$ cat src/rtl/dma_pkg.sv
// Shared types and constants for the DMA burst read path.
package dma_pkg;

   localparam int DMA_DATA_W = 32;
   localparam int DMA_CNT_W  = 28;

   typedef enum logic [1:0] {
      IDLE  = 2'd0,
      READ  = 2'd1,
      DRAIN = 2'd2
   } dma_state_e;

   // Length of a partial burst: whatever is queued, capped at a full burst,
   // and never 0 (a non-empty FIFO can briefly report a zero count).
   function automatic logic [15:0] clamp_len(input logic [DMA_CNT_W-1:0] cnt,
                                             input logic [15:0]          max_len);
      if (cnt == '0)
         return 16'd1;
      else if (cnt >= {{(DMA_CNT_W-16){1'b0}}, max_len})
         return max_len;
      else
         return cnt[15:0];
   endfunction

endpackage

$ cat src/rtl/dma_skid_fifo.sv
// Small first-word-fall-through FIFO that absorbs the merge FIFO read latency.
module dma_skid_fifo #(
   parameter int DATA_W = 32,
   parameter int DEPTH  = 4
) (
   input  logic                     clk_i,
   input  logic                     reset_n_i,
   input  logic                     push_i,
   input  logic [DATA_W-1:0]        push_dat_i,
   input  logic                     pop_i,
   output logic [DATA_W-1:0]        head_dat_o,
   output logic [$clog2(DEPTH):0]   occ_o,
   output logic                     empty_o,
   output logic                     full_o
);

   localparam int AW = $clog2(DEPTH);
   localparam logic [AW:0] DEPTH_C = DEPTH[AW:0];

   logic [DATA_W-1:0] mem [DEPTH];
   logic [AW-1:0]     wr_ptr;
   logic [AW-1:0]     rd_ptr;
   logic [AW:0]       occ;
   logic              do_push;
   logic              do_pop;

   assign empty_o    = (occ == '0);
   assign full_o     = (occ == DEPTH_C);
   assign do_push    = push_i && !full_o;
   assign do_pop     = pop_i && !empty_o;
   assign occ_o      = occ;
   // Head is forced to 0 when empty so the stream data is clean out of reset.
   assign head_dat_o = empty_o ? '0 : mem[rd_ptr];

   // Pointer and occupancy tracking.
   always_ff @(posedge clk_i or negedge reset_n_i) begin
      if (!reset_n_i) begin
         wr_ptr <= '0;
         rd_ptr <= '0;
         occ    <= '0;
      end else begin
         if (do_push) wr_ptr <= wr_ptr + 1'b1;
         if (do_pop)  rd_ptr <= rd_ptr + 1'b1;
         case ({do_push, do_pop})
            2'b10:   occ <= occ + 1'b1;
            2'b01:   occ <= occ - 1'b1;
            default: occ <= occ;
         endcase
      end
   end

   // Storage array, no reset needed since the head is masked while empty.
   always_ff @(posedge clk_i) begin
      if (do_push) mem[wr_ptr] <= push_dat_i;
   end

endmodule

$ cat src/rtl/dma_burst_reader.sv
// Drains the merge FIFO in bursts and presents them as a valid/ready stream.
//
//  state | meaning
//  IDLE  | waiting for a full burst, a timeout or a flush to arm
//  READ  | issuing merge FIFO reads until the burst length is requested
//  DRAIN | all reads issued, streaming out the remaining words
module dma_burst_reader
   import dma_pkg::*;
#(
   parameter int DATA_W     = DMA_DATA_W,
   parameter int BURST_LEN  = 64,
   parameter int TIMEOUT    = 1024,
   parameter int SKID_DEPTH = 4
) (
   input  logic                  clk_i,
   input  logic                  reset_n_i,
   input  logic                  enable_i,
   input  logic                  flush_i,
   output logic                  fifo_rd_o,
   input  logic [DATA_W-1:0]     fifo_rd_dat_i,
   input  logic                  fifo_rd_dat_valid_i,
   input  logic                  fifo_empty_i,
   input  logic [DMA_CNT_W-1:0]  fifo_rd_data_count_i,
   output logic [DATA_W-1:0]     dma_dat_o,
   output logic                  dma_valid_o,
   input  logic                  dma_ready_i,
   output logic                  dma_last_o,
   output logic                  dma_burst_start_o,
   output logic [15:0]           dma_burst_len_o,
   output logic                  busy_o,
   output logic [31:0]           burst_count_o,
   output logic                  error_o
);

   localparam int OW = $clog2(SKID_DEPTH) + 1;
   localparam logic [15:0]          BURST_LEN_C = BURST_LEN[15:0];
   localparam logic [DMA_CNT_W-1:0] BURST_LEN_W = BURST_LEN[DMA_CNT_W-1:0];
   localparam logic [15:0]          TIMEOUT_C   = TIMEOUT[15:0];
   localparam logic [OW:0]          SKID_LIM    = SKID_DEPTH[OW:0];

   dma_state_e        state;
   logic [15:0]       len_q;
   logic [15:0]       rd_left;
   logic [15:0]       out_idx;
   logic [15:0]       timer;
   logic              inflight;
   logic              start_q;
   logic              error_q;
   logic [31:0]       burst_cnt;

   logic              skid_push;
   logic              skid_empty;
   logic              skid_full;
   logic [OW-1:0]     skid_occ;
   logic [DATA_W-1:0] skid_head;
   logic [OW:0]       pending;
   logic              xfer;
   logic              last_word;
   logic              arm_full;
   logic              arm_part;
   logic              arm;
   logic [15:0]       arm_len;

   // Words already in the skid plus the one still coming back from the FIFO.
   assign pending   = {1'b0, skid_occ} + {{OW{1'b0}}, inflight};
   assign fifo_rd_o = (state == READ) && (rd_left != 16'd0) && !fifo_empty_i
                      && (pending < SKID_LIM);

   // Only data we actually asked for enters the stream; stray valids just flag an error.
   assign skid_push = fifo_rd_dat_valid_i && inflight;

   assign dma_valid_o = !skid_empty;
   assign dma_dat_o   = skid_head;
   assign xfer        = dma_valid_o && dma_ready_i;
   assign last_word   = (out_idx == len_q - 16'd1);
   assign dma_last_o  = dma_valid_o && last_word;

   assign arm_full = enable_i && (fifo_rd_data_count_i >= BURST_LEN_W);
   assign arm_part = enable_i && !fifo_empty_i && ((timer == 16'd0) || flush_i);
   assign arm      = (state == IDLE) && (arm_full || arm_part);
   assign arm_len  = arm_full ? BURST_LEN_C : clamp_len(fifo_rd_data_count_i, BURST_LEN_C);

   assign busy_o            = (state != IDLE);
   assign dma_burst_start_o = start_q;
   assign dma_burst_len_o   = len_q;
   assign burst_count_o     = burst_cnt;
   assign error_o           = error_q;

   dma_skid_fifo #(
      .DATA_W (DATA_W),
      .DEPTH  (SKID_DEPTH)
   ) u_skid (
      .clk_i      (clk_i),
      .reset_n_i  (reset_n_i),
      .push_i     (skid_push),
      .push_dat_i (fifo_rd_dat_i),
      .pop_i      (xfer),
      .head_dat_o (skid_head),
      .occ_o      (skid_occ),
      .empty_o    (skid_empty),
      .full_o     (skid_full)
   );

   // Burst FSM with read/output counters and completed-burst count.
   always_ff @(posedge clk_i or negedge reset_n_i) begin
      if (!reset_n_i) begin
         state     <= IDLE;
         len_q     <= '0;
         rd_left   <= '0;
         out_idx   <= '0;
         start_q   <= 1'b0;
         burst_cnt <= '0;
      end else begin
         start_q <= 1'b0;
         if (xfer)      out_idx <= out_idx + 16'd1;
         if (fifo_rd_o) rd_left <= rd_left - 16'd1;
         case (state)
            IDLE: begin
               if (arm) begin
                  state   <= READ;
                  len_q   <= arm_len;
                  rd_left <= arm_len;
                  out_idx <= '0;
                  start_q <= 1'b1;
               end
            end
            READ: begin
               if (rd_left == 16'd0) state <= DRAIN;
            end
            DRAIN: begin
               if (xfer && last_word) begin
                  state     <= IDLE;
                  burst_cnt <= burst_cnt + 32'd1;
               end
            end
            default: state <= IDLE;
         endcase
      end
   end

   // Idle timeout as a down-counter; reaching 0 means TIMEOUT non-empty idle cycles.
   always_ff @(posedge clk_i or negedge reset_n_i) begin
      if (!reset_n_i)
         timer <= TIMEOUT_C;
      else if ((state != IDLE) || fifo_empty_i || arm)
         timer <= TIMEOUT_C;
      else if (timer != 16'd0)
         timer <= timer - 16'd1;
   end

   // Outstanding read tracking and sticky protocol error.
   always_ff @(posedge clk_i or negedge reset_n_i) begin
      if (!reset_n_i) begin
         inflight <= 1'b0;
         error_q  <= 1'b0;
      end else begin
         inflight <= fifo_rd_o || (inflight && !fifo_rd_dat_valid_i);
         if (fifo_rd_dat_valid_i && (!inflight || skid_full))
            error_q <= 1'b1;
      end
   end

endmodule

$ cat config.mk
export PLATFORM = sky130hd
export DESIGN_NAME = dma_burst_reader
export DESIGN_NICKNAME = d
export VERILOG_FILES = /design/src/rtl/dma_pkg.sv /design/src/rtl/dma_skid_fifo.sv /design/src/rtl/dma_burst_reader.sv
export SDC_FILE = /design/constraint.sdc
export NUM_CORES = 1
export LEC_CHECK = 0
export BUFFER_PORTS_ARGS = -buffer_cell sky130_fd_sc_hd__buf_2
export CAP_MARGIN = 5
export CORE_MARGIN = 2
export CORE_UTILIZATION = 40
export DETAILED_ROUTE_END_ITERATION = 7
export SETUP_SLACK_MARGIN = 0.15
export SYNTH_ARGS = -nofsm -noshare
export SYNTH_HDL_FRONTEND = slang
export SYNTH_HIERARCHICAL = 1
export SYNTH_SLANG_ARGS = --single-unit
$ cat constraint.sdc
create_clock -name clk_i -period 3.9 [get_ports clk_i]
set_input_delay 0.195 -clock clk_i [delete_from_list [all_inputs] [get_ports clk_i]]
set_output_delay 0.195 -clock clk_i [all_outputs]
set_load 0.02 [all_outputs]
======== Word level (Yosys, flattened, before mapping) ========
Memory sizes are Yosys's and may differ from the RTL's.
Cells that the tools add are included.
operators by class
  multiplexer cells ....................... 21
  bitwise operators ....................... 0
  add/subtract/negate cells ............... 10
  divide/modulo/power cells ............... 0
  reduce and logical (&&, ||, !) cells .... 39
  $lt $le $gt $ge ......................... 2
  shift-type cells ........................ 0
  multipliers ............................. 0
  equality and inequality tests ........... 9
operator list
  cell                                                                                   number
  16-bit two-way mux                                                                     11
  16-bit by 1-bit subtractor with 16-bit output (second input constant)                  3
  32-bit by 1-bit adder with 32-bit output (second input constant)                       1
  16-bit logical NOT                                                                     2
  32-bit two-way mux                                                                     1
  16-bit nonzero test                                                                    2
  28-bit by 7-bit greater-or-equal comparator with 1-bit output (second input constant)  1
  28-bit logical NOT                                                                     1
  16-bit by 1-bit adder with 16-bit output (second input constant)                       1
  16-bit equality test                                                                   1
  1-bit logical AND                                                                      15
  1-bit logical OR                                                                       6
  2-bit two-way mux                                                                      3
  2-bit case mux with 3 select lines                                                     1
  3-bit case mux with 2 select lines                                                     1
  2-bit nonzero test                                                                     3
  1-bit logical NOT                                                                      5
  2-bit by 1-bit adder with 2-bit output (second input constant)                         2
  3-bit by 1-bit adder with 4-bit output                                                 1
  2-bit by 1-bit equality test with 1-bit output (second input constant)                 2
  2-bit equality test (second input constant)                                            2
  4-bit by 3-bit < comparator with 1-bit output (second input constant)                  1
  1-bit two-way mux                                                                      4
  2-bit inequality test (second input constant)                                          2
  8 further kinds                                                                        9
word-level totals
  output and inout port bits .............. 86
  logic and storage cells ................. 94
  RAM bits ................................ 128
  bits in latches ......................... 0
  flip-flop bits (word level) ............. 108
  memories ................................ 1
  memory bits (read-only) ................. 0
memory list
  name        words  width  read ports  clocked after memory_dff  write ports  RTL line             text
  u_skid.mem  4      32     1           0                         1            dma_skid_fifo.sv:20  logic [DATA_W-1:0] mem [DEPTH];

======== Longest topological paths before layout ========
Gate-level depths: netlist (run 1).
  word-level depth ........................ 7
  gate-level depth with buffers ........... 11
  mapped depth without buffers ............ 10

======== Modules after synthesis ========
Netlist (run 1), hierarchy kept.
modules (own cells, without submodules)
  module            cells an instance  sequential area each (um^2)  area an instance (um^2)  instances
  dma_skid_fifo     241                4018.9                       5291.3                   1
  dma_burst_reader  533                2528.7                       5245.0                   1

======== Least setup slack after synthesis (run 1) ========
OpenSTA, ideal clock, no wires.
  kind .................................... register to register
  start ................................... reg len_q[5] (netlist: dma_burst_len_o[5])
  end ..................................... reg burst_cnt[3] (netlist: burst_count_o[3])
  setup slack ............................. 0.551 ns
  arrival ................................. 3.218 ns
  period minus slack after synthesis ...... 3.349 ns
  setup time .............................. 0.131 ns
  stages on the path, launching flop included .. 10
  data required time ...................... 3.769 ns
  path buffers ............................ 1
  cells stage by stage .................... dfrtp_1 -> or4_4 -> or4_4 -> mux2_4 -> nor4b_4 -> nand4_2 -> nor4_4 -> buf_6 -> nand4_1 -> xnor2_1
on the way
  cells in the longest elaborated chain, start to end .. 4
RTL lines
  element                                        RTL line                 text
  from (decl)                                    dma_burst_reader.sv:42   logic [15:0] len_q;
  from (signal assigned)                         dma_burst_reader.sv:121  len_q <= arm_len;
  16-bit by 1-bit subtractor with 16-bit output  dma_burst_reader.sv:75   assign last_word = (out_idx == len_q - 16'd1);
  16-bit equality test                           dma_burst_reader.sv:75
  1-bit logical AND                              dma_burst_reader.sv:131  if (xfer && last_word) begin
  2-bit AND reduction (no line)                  n/a
  to (signal assigned)                           dma_burst_reader.sv:133  burst_cnt <= burst_cnt + 32'd1;
  to (decl)                                      dma_burst_reader.sv:49   logic [31:0] burst_cnt;
No other way between the ends.
A chain may end at the register's enable or synchronous reset.

======== Worst setup path in the final report (run 1) ========
  start ................................... reg len_q[5] (netlist: dma_burst_len_o[5])
  end ..................................... out dma_last_o
on the way
  cells in the longest elaborated chain, start to end .. 3
RTL lines
  element                                        RTL line                text
  16-bit by 1-bit subtractor with 16-bit output  dma_burst_reader.sv:75
  16-bit equality test                           dma_burst_reader.sv:75
  1-bit logical AND                              dma_burst_reader.sv:76  assign dma_last_o = dma_valid_o && last_word;
  to (decl)                                      dma_burst_reader.sv:27  output logic dma_last_o,
No other way between the ends.

==> results.txt, run 1 <==
The count of buffers added on input and output ports is 152. TritonCTS built the clock tree. The transition time at the pin with the least slew margin is 0.764 ns.

The count of warnings emitted by yosys is 6. The data arrival at the endpoint of the critical path is ~3.4 ns. The count of placed standard cells in the final layout, fillers left out came out at 1,340. The die extent in y is 166 µm. Summed over all nets, the half-perimeter wirelength after detailed placement is 14.2 mm. The number of maximum-capacitance violations is 0. The worst min-delay path class is input port to register. The largest total area in the synthesized netlist belongs to sky130_fd_sc_hd__edfxtp_1. The placer's final routability congestion estimate came out at 0.766. For this run, the register share of the synthesized area comes to between 60 and 70%. The run finished with clean final reports.

The peak supply drop is 466 µV. The vias after detailed routing came out at 6,752. The cell count after placement is 1,251. The share of async-settable or async-resettable flops after synthesis came out at 45.8%. The post-detailed-route wirelength per cell came out at 16.5 µm. At the later pin of the worst-skew pair, clock insertion delay measures 0.53 ns. Once the clock tree was built, the resizer swapped 0 gates to a different size. The total power density per cell area came out at 606 nW/µm². The placement row count came out at 59. The total clock buffers created by CTS is 27. The clock passes through at most 3 buffers. The total global routing track utilization came out at 16.0%.

For this run, the leading register cell type out of synthesis is sky130_fd_sc_hd__edfxtp_1. In this run, synthesis produced a sequential element count of 236. The detailed-route vias per instance is about 5. The cell area after layout came out at around 13,000 µm².

The number of global-route vias before repair is 6,803. In this run, synthesis inferred 128 flip-flops with an integrated enable. Setup repair after global routing left no endpoint under its margin. The sum of negative setup slack came out at 0 ns. The instance area at placement came out at 11,700 µm². The post-CTS repair timing setup buffer count is 0.

The core area came out at 26,000 µm². The relative slew slack came out at 49.1%. The mean cell area of the mapped netlist came out at approximately 14 µm². The die covers about 28,000 µm². Of the post-synthesis cell area, the dominant cell type holds a little over a third. For this block, the routed nets add up to 22.2 mm of wire. The remaining routing DRC violations came out at 0. The number of antenna-violating nets in the routed design is 0.

The number of iterations in the first detailed-routing pass came out at 4. The static power due to leakage is 5.37 nW. After technology mapping, the gate count stands at 774. The launching element type of the critical path is a register. The first-pass GRT wire length is 36.2 mm. The layout cell share with drive strength beyond 1 is 26.1%. By area the synthesized netlist is led by sky130_fd_sc_hd__edfxtp_1 (36%), sky130_fd_sc_hd__dfrtp_1 (25%), sky130_fd_sc_hd__mux4_2 (6.4%). The shortest clock period the worst path allows after layout is ~3.6 ns. The worst-path maximum fanout came out at 8. The largest net degree at the start of global routing is 60. The required time of the critical path came out at 3.70 ns. For this design, the CTS-stage hold fixing added 40 buffers. In this run the number of H-tree levels came out at 1. The final critical-path share of the clock period came out at 91.7%. The initial antenna violation count came out at 0. The detailed router's first-iteration violation count came out at just under 400.

The type of destination of the critical path is a primary output. The cell at the root of the clock tree is sky130_fd_sc_hd__clkbuf_16. The number of slew-limit violations in the final report came out at 0. Timing would allow up to 280 MHz.

The critical path class is register to primary output. The number of antenna repair diodes came out at 0. The count of final hold-check violations came out at 0. The post-route core utilization came out at 50.0%. The total power draw came out at 7.88 mW.

The number of clock sinks is 236. Setup violations remaining at the end of the flow were counted as 0. The final layout contains 1,064 nets.

The width of the die came out at 166 µm. The post-synthesis instance area is 10,500 µm². The number of unique standard cell types used by synthesis is between 50 and 60. The clock tree skew after final layout came out at between 0.009 and 0.01 ns. The clock edge transition at the registers on the reported setup and hold paths is about 0.060 ns. For this configuration, the core starts out at a cell density of roughly two fifths. Relative to the synthesized area, the layout overhead comes to 23.4%.

For this run the aggregate overflow at the end of global routing stands at 0. The count of boundary I/O pins came out at 153. Counting every net in the synthesized netlist gives ~850.
sequential cells by signal (all words and copies together) (netlist names), 2 cells and up:
register         count
state                2
u_skid/mem         128
u_skid/rd_ptr        2
u_skid/occ_o         3
dma_burst_len_o     16
rd_left             16
timer               16
out_idx             16
u_skid/wr_ptr        2
burst_count_o       32
power by group:
part | total, mW | switching (mW) | internal [mW]
clock network | 2.49 | 1.01 | 1.48
registers | 3.16 | 0.243 | 2.92
logic | 2.23 | 1.24 | 0.986
cell usage in the layout, fill, tap and decap left out, drive strengths merged, types with 24 or more instances in the layout:
cell | netlist | routed
nand3 | 32 | 32
nor2b | 38 | 38
clkbuf | 17 | 31
nor2 | 59 | 59
xnor2 | 67 | 67
dlygate4sd3 | 0 | 40
xor2 | 24 | 24
buf | 11 | 170
mux4 | 32 | 32
dfrtp | 107 | 107
edfxtp | 128 | 128
nand2 | 34 | 34
per-stage QoR:
| step | setup slack, ns | hold slack [ns] |
|---|---|---|
| floorplan | 0.551 | -0.101 |
| detailed placement | 0.359 | 0.326 |
| global route | 0.176 | 0.0882 |
| finish | 0.325 | 0.0787 |
| global placement | 0.401 | 0.331 |
| CTS | 0.306 | 0.0509 |
final cells by class:
class | count | area (µm²)
fillers | 2272 | 13000
flip-flops and latches | 236 | 6550
multi-input cells | 491 | 3740
repair buffers | 210 | 1320
clock buffers | 31 | 731
well taps | 335 | 419
clock inverters | 18 | 161
inverters | 19 | 71.3
cell usage after synthesis, types with 3 or more instances:
cell / n
sky130_fd_sc_hd__mux2i_1: 4
sky130_fd_sc_hd__nand3_1: 32
sky130_fd_sc_hd__buf_6: 5
sky130_fd_sc_hd__buf_2: 4
sky130_fd_sc_hd__dfrtp_1: 107
sky130_fd_sc_hd__nor3b_1: 5
sky130_fd_sc_hd__and3_1: 14
sky130_fd_sc_hd__o21ai_0: 20
sky130_fd_sc_hd__xnor2_1: 67
sky130_fd_sc_hd__nor4_1: 14
sky130_fd_sc_hd__or4_1: 5
sky130_fd_sc_hd__inv_1: 19
sky130_fd_sc_hd__nand4_1: 19
sky130_fd_sc_hd__and4_1: 3
sky130_fd_sc_hd__nand2b_1: 8
sky130_fd_sc_hd__nand2_1: 34
sky130_fd_sc_hd__a21oi_1: 13
sky130_fd_sc_hd__ha_1: 11
sky130_fd_sc_hd__nor2_1: 59
sky130_fd_sc_hd__or3_1: 10
sky130_fd_sc_hd__edfxtp_1: 128
sky130_fd_sc_hd__and2b_1: 4
sky130_fd_sc_hd__clkbuf_1: 17
sky130_fd_sc_hd__mux4_2: 30
sky130_fd_sc_hd__nor3_1: 19
sky130_fd_sc_hd__and2_1: 20
sky130_fd_sc_hd__nor2b_1: 38
sky130_fd_sc_hd__xor2_1: 24
sky130_fd_sc_hd__mux2_2: 4
cells by family (layout without fill, tap and decap cells):
kind of cell | after synthesis | count (layout) | share of synthesized area, %
buffers and inverters | 47 | 278 | 2.39
and+or+nand+nor | 299 | 299 | 15.8
AOI/OAI and AO/OA | 48 | 48 | 2.71
xor gates and xnor gates | 91 | 91 | 7.56
muxes | 41 | 41 | 7.86
adders and majority gates | 12 | 12 | 1.50
DFF | 236 | 236 | 62.1
worst paths after layout:
path | start | endpoint | slack (ns) | depth (start not counted)
max in group asynchronous | reset_n_i | out_idx[4] | 2.71 | 3
max reg2reg | dma_burst_len_o[5] | burst_count_o[25] | 0.36 | 9
min reg2reg | burst_count_o[31] | burst_count_o[31] | 0.47 | 1
min | dma_ready_i | state[1] | 0.08 | 4
max | dma_burst_len_o[5] | dma_last_o | 0.33 | 7
min in group asynchronous | reset_n_i | dma_burst_len_o[10] | 0.27 | 2
layer usage:
layer / vias to the layer above / track usage [%] / share of wire, %
met5: - / 0 / 0
met4: 0 / 3.82 / 2.0
met3: 32 / 3.55 / 5.4
met2: 152 / 26.6 / 48
met1: 3316 / 21.5 / 45
li1: 3252 / - / -
worst max-delay path, cell delays in order, from the launching register on:
cell and delay, ns:
sky130_fd_sc_hd__dfrtp_1 0.47, sky130_fd_sc_hd__or4_4 0.58, sky130_fd_sc_hd__or4_4 0.53, sky130_fd_sc_hd__mux2_4 0.33, sky130_fd_sc_hd__nor4b_4 0.28, sky130_fd_sc_hd__nand4_2 0.20, sky130_fd_sc_hd__nor3_1 0.27, sky130_fd_sc_hd__buf_2 0.21
(Power assumes the default switching activity.)
==> inputs of run 2 (changes only) <==
--- a/config.mk
+++ b/config.mk
@@ -11,7 +11,7 @@
 export CORE_UTILIZATION = 40
 export DETAILED_ROUTE_END_ITERATION = 7
 export SETUP_SLACK_MARGIN = 0.15
+export SKIP_CTS_REPAIR_TIMING = 1
 export SYNTH_ARGS = -nofsm -noshare
 export SYNTH_HDL_FRONTEND = slang
-export SYNTH_HIERARCHICAL = 1
 export SYNTH_SLANG_ARGS = --single-unit
==> run 2 against run 1 <==
  * The flow now finishes with violations (negative hold slack)
  * Sequential cell count unchanged
  * Clock power increased by 7%
  * Clock-buffer cell count decreased by 1
  * Sequential share of layout area decreased by 0.94 points
  * Synthesized area increased by 1.9%
  * Register-to-register slack improved by 0.37 ns
  * Sequential power about the same
==> results.txt, run 2 <==
The end point of the worst hold path is dma_burst_len_o[0]. The initial antenna violation count came out at 0 (unchanged). The core area is 26,200 µm² (+0.85%).

The total clock buffers created by CTS came out at 27 (unchanged). The most common cell after layout, fill and taps aside is sky130_fd_sc_hd__buf_2. The number of antenna-violating nets in the routed design came to 0 (unchanged). The remaining routing DRC violations was 0 (unchanged). The data arrival at the endpoint of the critical path came out at 3.32 ns (-0.06 ns).

The sequential element share of the synthesized area came out at 61.0% (-1.2 points). The number of slew-limit violations in the final report is 0 (unchanged). In this run the critical register-to-register path is captured at burst_count_o[11]. The relative slew slack is 41.7% (-7.4 points). The post-detailed-route wirelength per cell is 17.0 µm (+2.9%). The post-placement setup slack came to 0.682 ns (+0.323 ns). The final setup violation count came out at 0 (unchanged).

The placer's final routability congestion estimate came out at 0.769 (+0.39%). The delay of the slowest critical-path stage is 0.74 ns (+0.16 ns). Setup repair after global routing left no endpoint under its margin. The cell depth of the worst min-delay path is 3 (-1).

The share of async-settable or async-resettable flops after synthesis was 45.8% (unchanged). The total power density per cell area is 606 nW/µm² (about the same). The register ranked first by flip-flop count is u_skid.mem. The detailed-route vias per instance came out at 5.12 (+1.6%).

The logic depth of the worst register-to-register path is 10 (+1). The number of buffers on the longest clock path was 3 (unchanged). The sum of negative setup slack came to 0 ns (unchanged). Among all cell types in the netlist, the one instantiated most often is sky130_fd_sc_hd__edfxtp_1. The maximum frequency from static timing analysis came out at 284 MHz (+1.6%).

The net count of the mapped netlist is 886 (+3.9%). The shortest clock period the worst path allows after layout came out at 3.52 ns (-0.0564 ns). The layout-stage area growth over the synthesis result came out at 23.4% (about the same). The largest net degree at the start of global routing was 53 (-12%). Ranked by instance count, the synthesized netlist is headed by sky130_fd_sc_hd__edfxtp_1 (128), sky130_fd_sc_hd__dfrtp_1 (107), sky130_fd_sc_hd__nor2_1 (70).

The post-route worst setup slack came out at 0.381 ns (+0.0564 ns). The number of iterations in the first detailed-routing pass came out at 4 (unchanged). The number of unique standard cell types used by synthesis came out at 60 (+5.3%). The maximum level of the CTS H-tree is 1 (unchanged). The number of filler cells placed in the layout came out at 2,317 (+2.0%). The clock latency on the worst-skew pair came out at 0.54 ns (about the same). The tightest min-delay check is of the input port to register type. The worst-path maximum fanout came to 33 (+25). The placement row count is 59 (unchanged).

The die area came out at 28,200 µm² (+1.9%). The worst hold slack after final layout is -0.0281 ns (-0.107 ns). The count of final hold-check violations is 2 (+2). Among all flip-flop cells after synthesis, the most frequent one is sky130_fd_sc_hd__edfxtp_1. The worst setup path is captured at a primary output. The final-stage net count came out at 1,091 (+2.5%).

The total of flip-flops plus latches after synthesis came to 236 (unchanged). The number of flip-flops under the largest register name came out at 128 (unchanged). The layout cell share with drive strength beyond 1 came out at 26.8% (+0.75 points). The first-pass GRT wire length is 37.4 mm (+3.5%). The top cell types in the final layout, fill and taps aside, are sky130_fd_sc_hd__buf_2 (151), sky130_fd_sc_hd__edfxtp_1 (128), sky130_fd_sc_hd__dfrtp_1 (106). The combined flip-flop and latch cell area is 6550 µm² (unchanged). The total global routing track utilization came out at 16.5% (+0.52 points). The number of antenna repair diodes is 0 (unchanged).

The number of global-route vias before repair is 7,115 (+4.6%). The number of port buffers came out at 152 (unchanged). The clock tree skew after final layout is 0.0113 ns (+0.00197 ns). The flow ran to the end, but the final reports show violations. The number of clock sinks is 236 (unchanged). The effective utilization at floorplan was 41.0% (+0.43 points).

The clock edge transition at the registers on the reported setup and hold paths came out at 0.06 ns (about the same). The count of warnings emitted by yosys came to 0 (-6). The final wirelength came out at 23.3 mm (+5.0%). The synthesized netlist cell count came to 807 (+4.3%). The number of maximum-capacitance violations came to 0 (unchanged). The mean cell area of the mapped netlist is 13.3 µm² (-2.3%). By area the synthesized netlist is led by sky130_fd_sc_hd__edfxtp_1 (36%), sky130_fd_sc_hd__dfrtp_1 (25%), sky130_fd_sc_hd__mux4_2 (6.7%).

The detailed-routed wire length on met3 is 1.24 mm (+3.2%). The total grt overflow is 0 (unchanged). The peak supply drop is 570 µV (+22%). The wire length on met1 was 10.2 mm (+3.0%). The post-synthesis instance area came to 10,700 µm² (+1.9%). The die extent in y came out at 168 µm (+0.93%). The vias after detailed routing came to 7,001 (+3.7%). The required time of the critical path is 3.70 ns (about the same).

The CTS tree is built. The worst setup path is launched from a register. The count of boundary I/O pins is 153 (unchanged).

The fraction of synthesized cell area taken by the top area cell type came out at 35.8% (-0.68 points). The standard cell with the maximum stage delay on the critical path is sky130_fd_sc_hd__o311a_2. The number of enable flip-flop cells after synthesis came out at 128 (unchanged).

In this run the top signal layer used is met4. The HPWL reported at the end of detailed placement is 15.1 mm (+6.7%). The static power due to leakage is 5.55 nW (+3.4%).

The detailed router's first-iteration violation count is 346 (-12%). The width of the die is 168 µm (+0.93%). The total area of multi-input combinational cells is 3970 µm² (+5.9%).

The flop-to-flop setup slack is 0.73 ns (+0.37 ns). The post-route core utilization came to 50.5% (+0.52 points). The transition time at the pin with the least slew margin is 0.875 ns (+0.111 ns).

The startpoint of the lowest-slack register-to-register path is dma_burst_len_o[0]. The checks that failed: negative hold slack. Traced cell by cell, the critical path runs through or4_4, nor4b_4, xnor2_1, or3b_1, o311a_2, nor2_1, buf_2.

The critical path in this run is classified as register to primary output. In this run the clock root is driven by a sky130_fd_sc_hd__clkbuf_16. The startpoint identified for the worst hold timing path is fifo_rd_data_count_i[0].

The final critical-path share of the clock period is 90.2% (-1.4 points). The routed length on met2 is 11.5 mm (+8.3%). The library cell occupying the most area in the post-synthesis netlist is sky130_fd_sc_hd__edfxtp_1.
==> run 2: cell types whose count changed after synthesis, sizes merged, moves of 5 or more <==
cell    before  now
nor4        15   36
nand2b       8    2
xnor2       67   42
xor2        24   56
nor2        59   70
and2        20   15
nand2       34   46
==> run 2: area by class of cell <==
cell class,count,share of cell area [%]
repair buffers,208,9.71
well taps,335,3.16
multi-input cells,518,29.9
flip-flops and latches,236,49.4
clock buffers,30,5.26
clock inverters,20,1.89
inverters,21,0.595
==> run 2: report_power, final <==
group | switching [mW] | internal [mW]
logic | 1.25 | 0.952
clock network | 1.03 | 1.63
registers | 0.243 | 2.92
total | 2.53 | 5.50
==> run 2: cell families after synthesis <==
kind of cell	after synthesis	synth area share (%)
AOI/OAI and AO/OA	48	2.74
xor gates and xnor gates	98	7.99
adders and majority gates	12	1.47
buffers and inverters	53	2.19
DFF	236	61.0
muxes	36	7.13
and+or+nand+nor	324	17.5
==> run 2: per-stage QoR <==
step                      std cells  power, mW  area [µm²]
after floorplan                 807       4.71       10700
after CTS                      1327       8.12       12800
final                          1368       8.03       13200
after global routing           1368       8.48       13200
after detailed placement       1277       5.41       11900
after global placement         1277       5.39       11900
==> run 2: worst max-delay path by stage <==
| stage | from | endpoint | slack, ns | cells after the start |
|---|---|---|---|---|
| finish | dma_burst_len_o[2] | dma_last_o | 0.38 | 7 |
| global route | dma_burst_len_o[0] | dma_last_o | 0.16 | 9 |
| CTS | dma_burst_len_o[0] | dma_last_o | 0.34 | 7 |
| detailed placement | dma_burst_len_o[0] | burst_count_o[6] | 0.68 | 10 |
| global placement | dma_burst_len_o[0] | burst_count_o[6] | 0.76 | 10 |
| floorplan | dma_burst_len_o[0] | burst_count_o[1] | 0.94 | 9 |
==> run 2: critical path, delay by kind of cell, from the launching register on <==
| kind | cells | cell delay (ns) |
|---|---|---|
| XOR/XNOR | 1 | 0.14 |
| buffers and inverters | 1 | 0.21 |
| flip-flops | 1 | 0.49 |
| AO/OA/AOI/OAI | 1 | 0.74 |
| AND/OR/NAND/NOR | 4 | 1.18 |
==> run 2: layer usage <==
layer / track usage (%) / vias up
met5: 0 / -
met4: 3.48 / 0
met3: 4.25 / 29
met2: 28.6 / 136
met1: 20.9 / 3476
li1: - / 3360
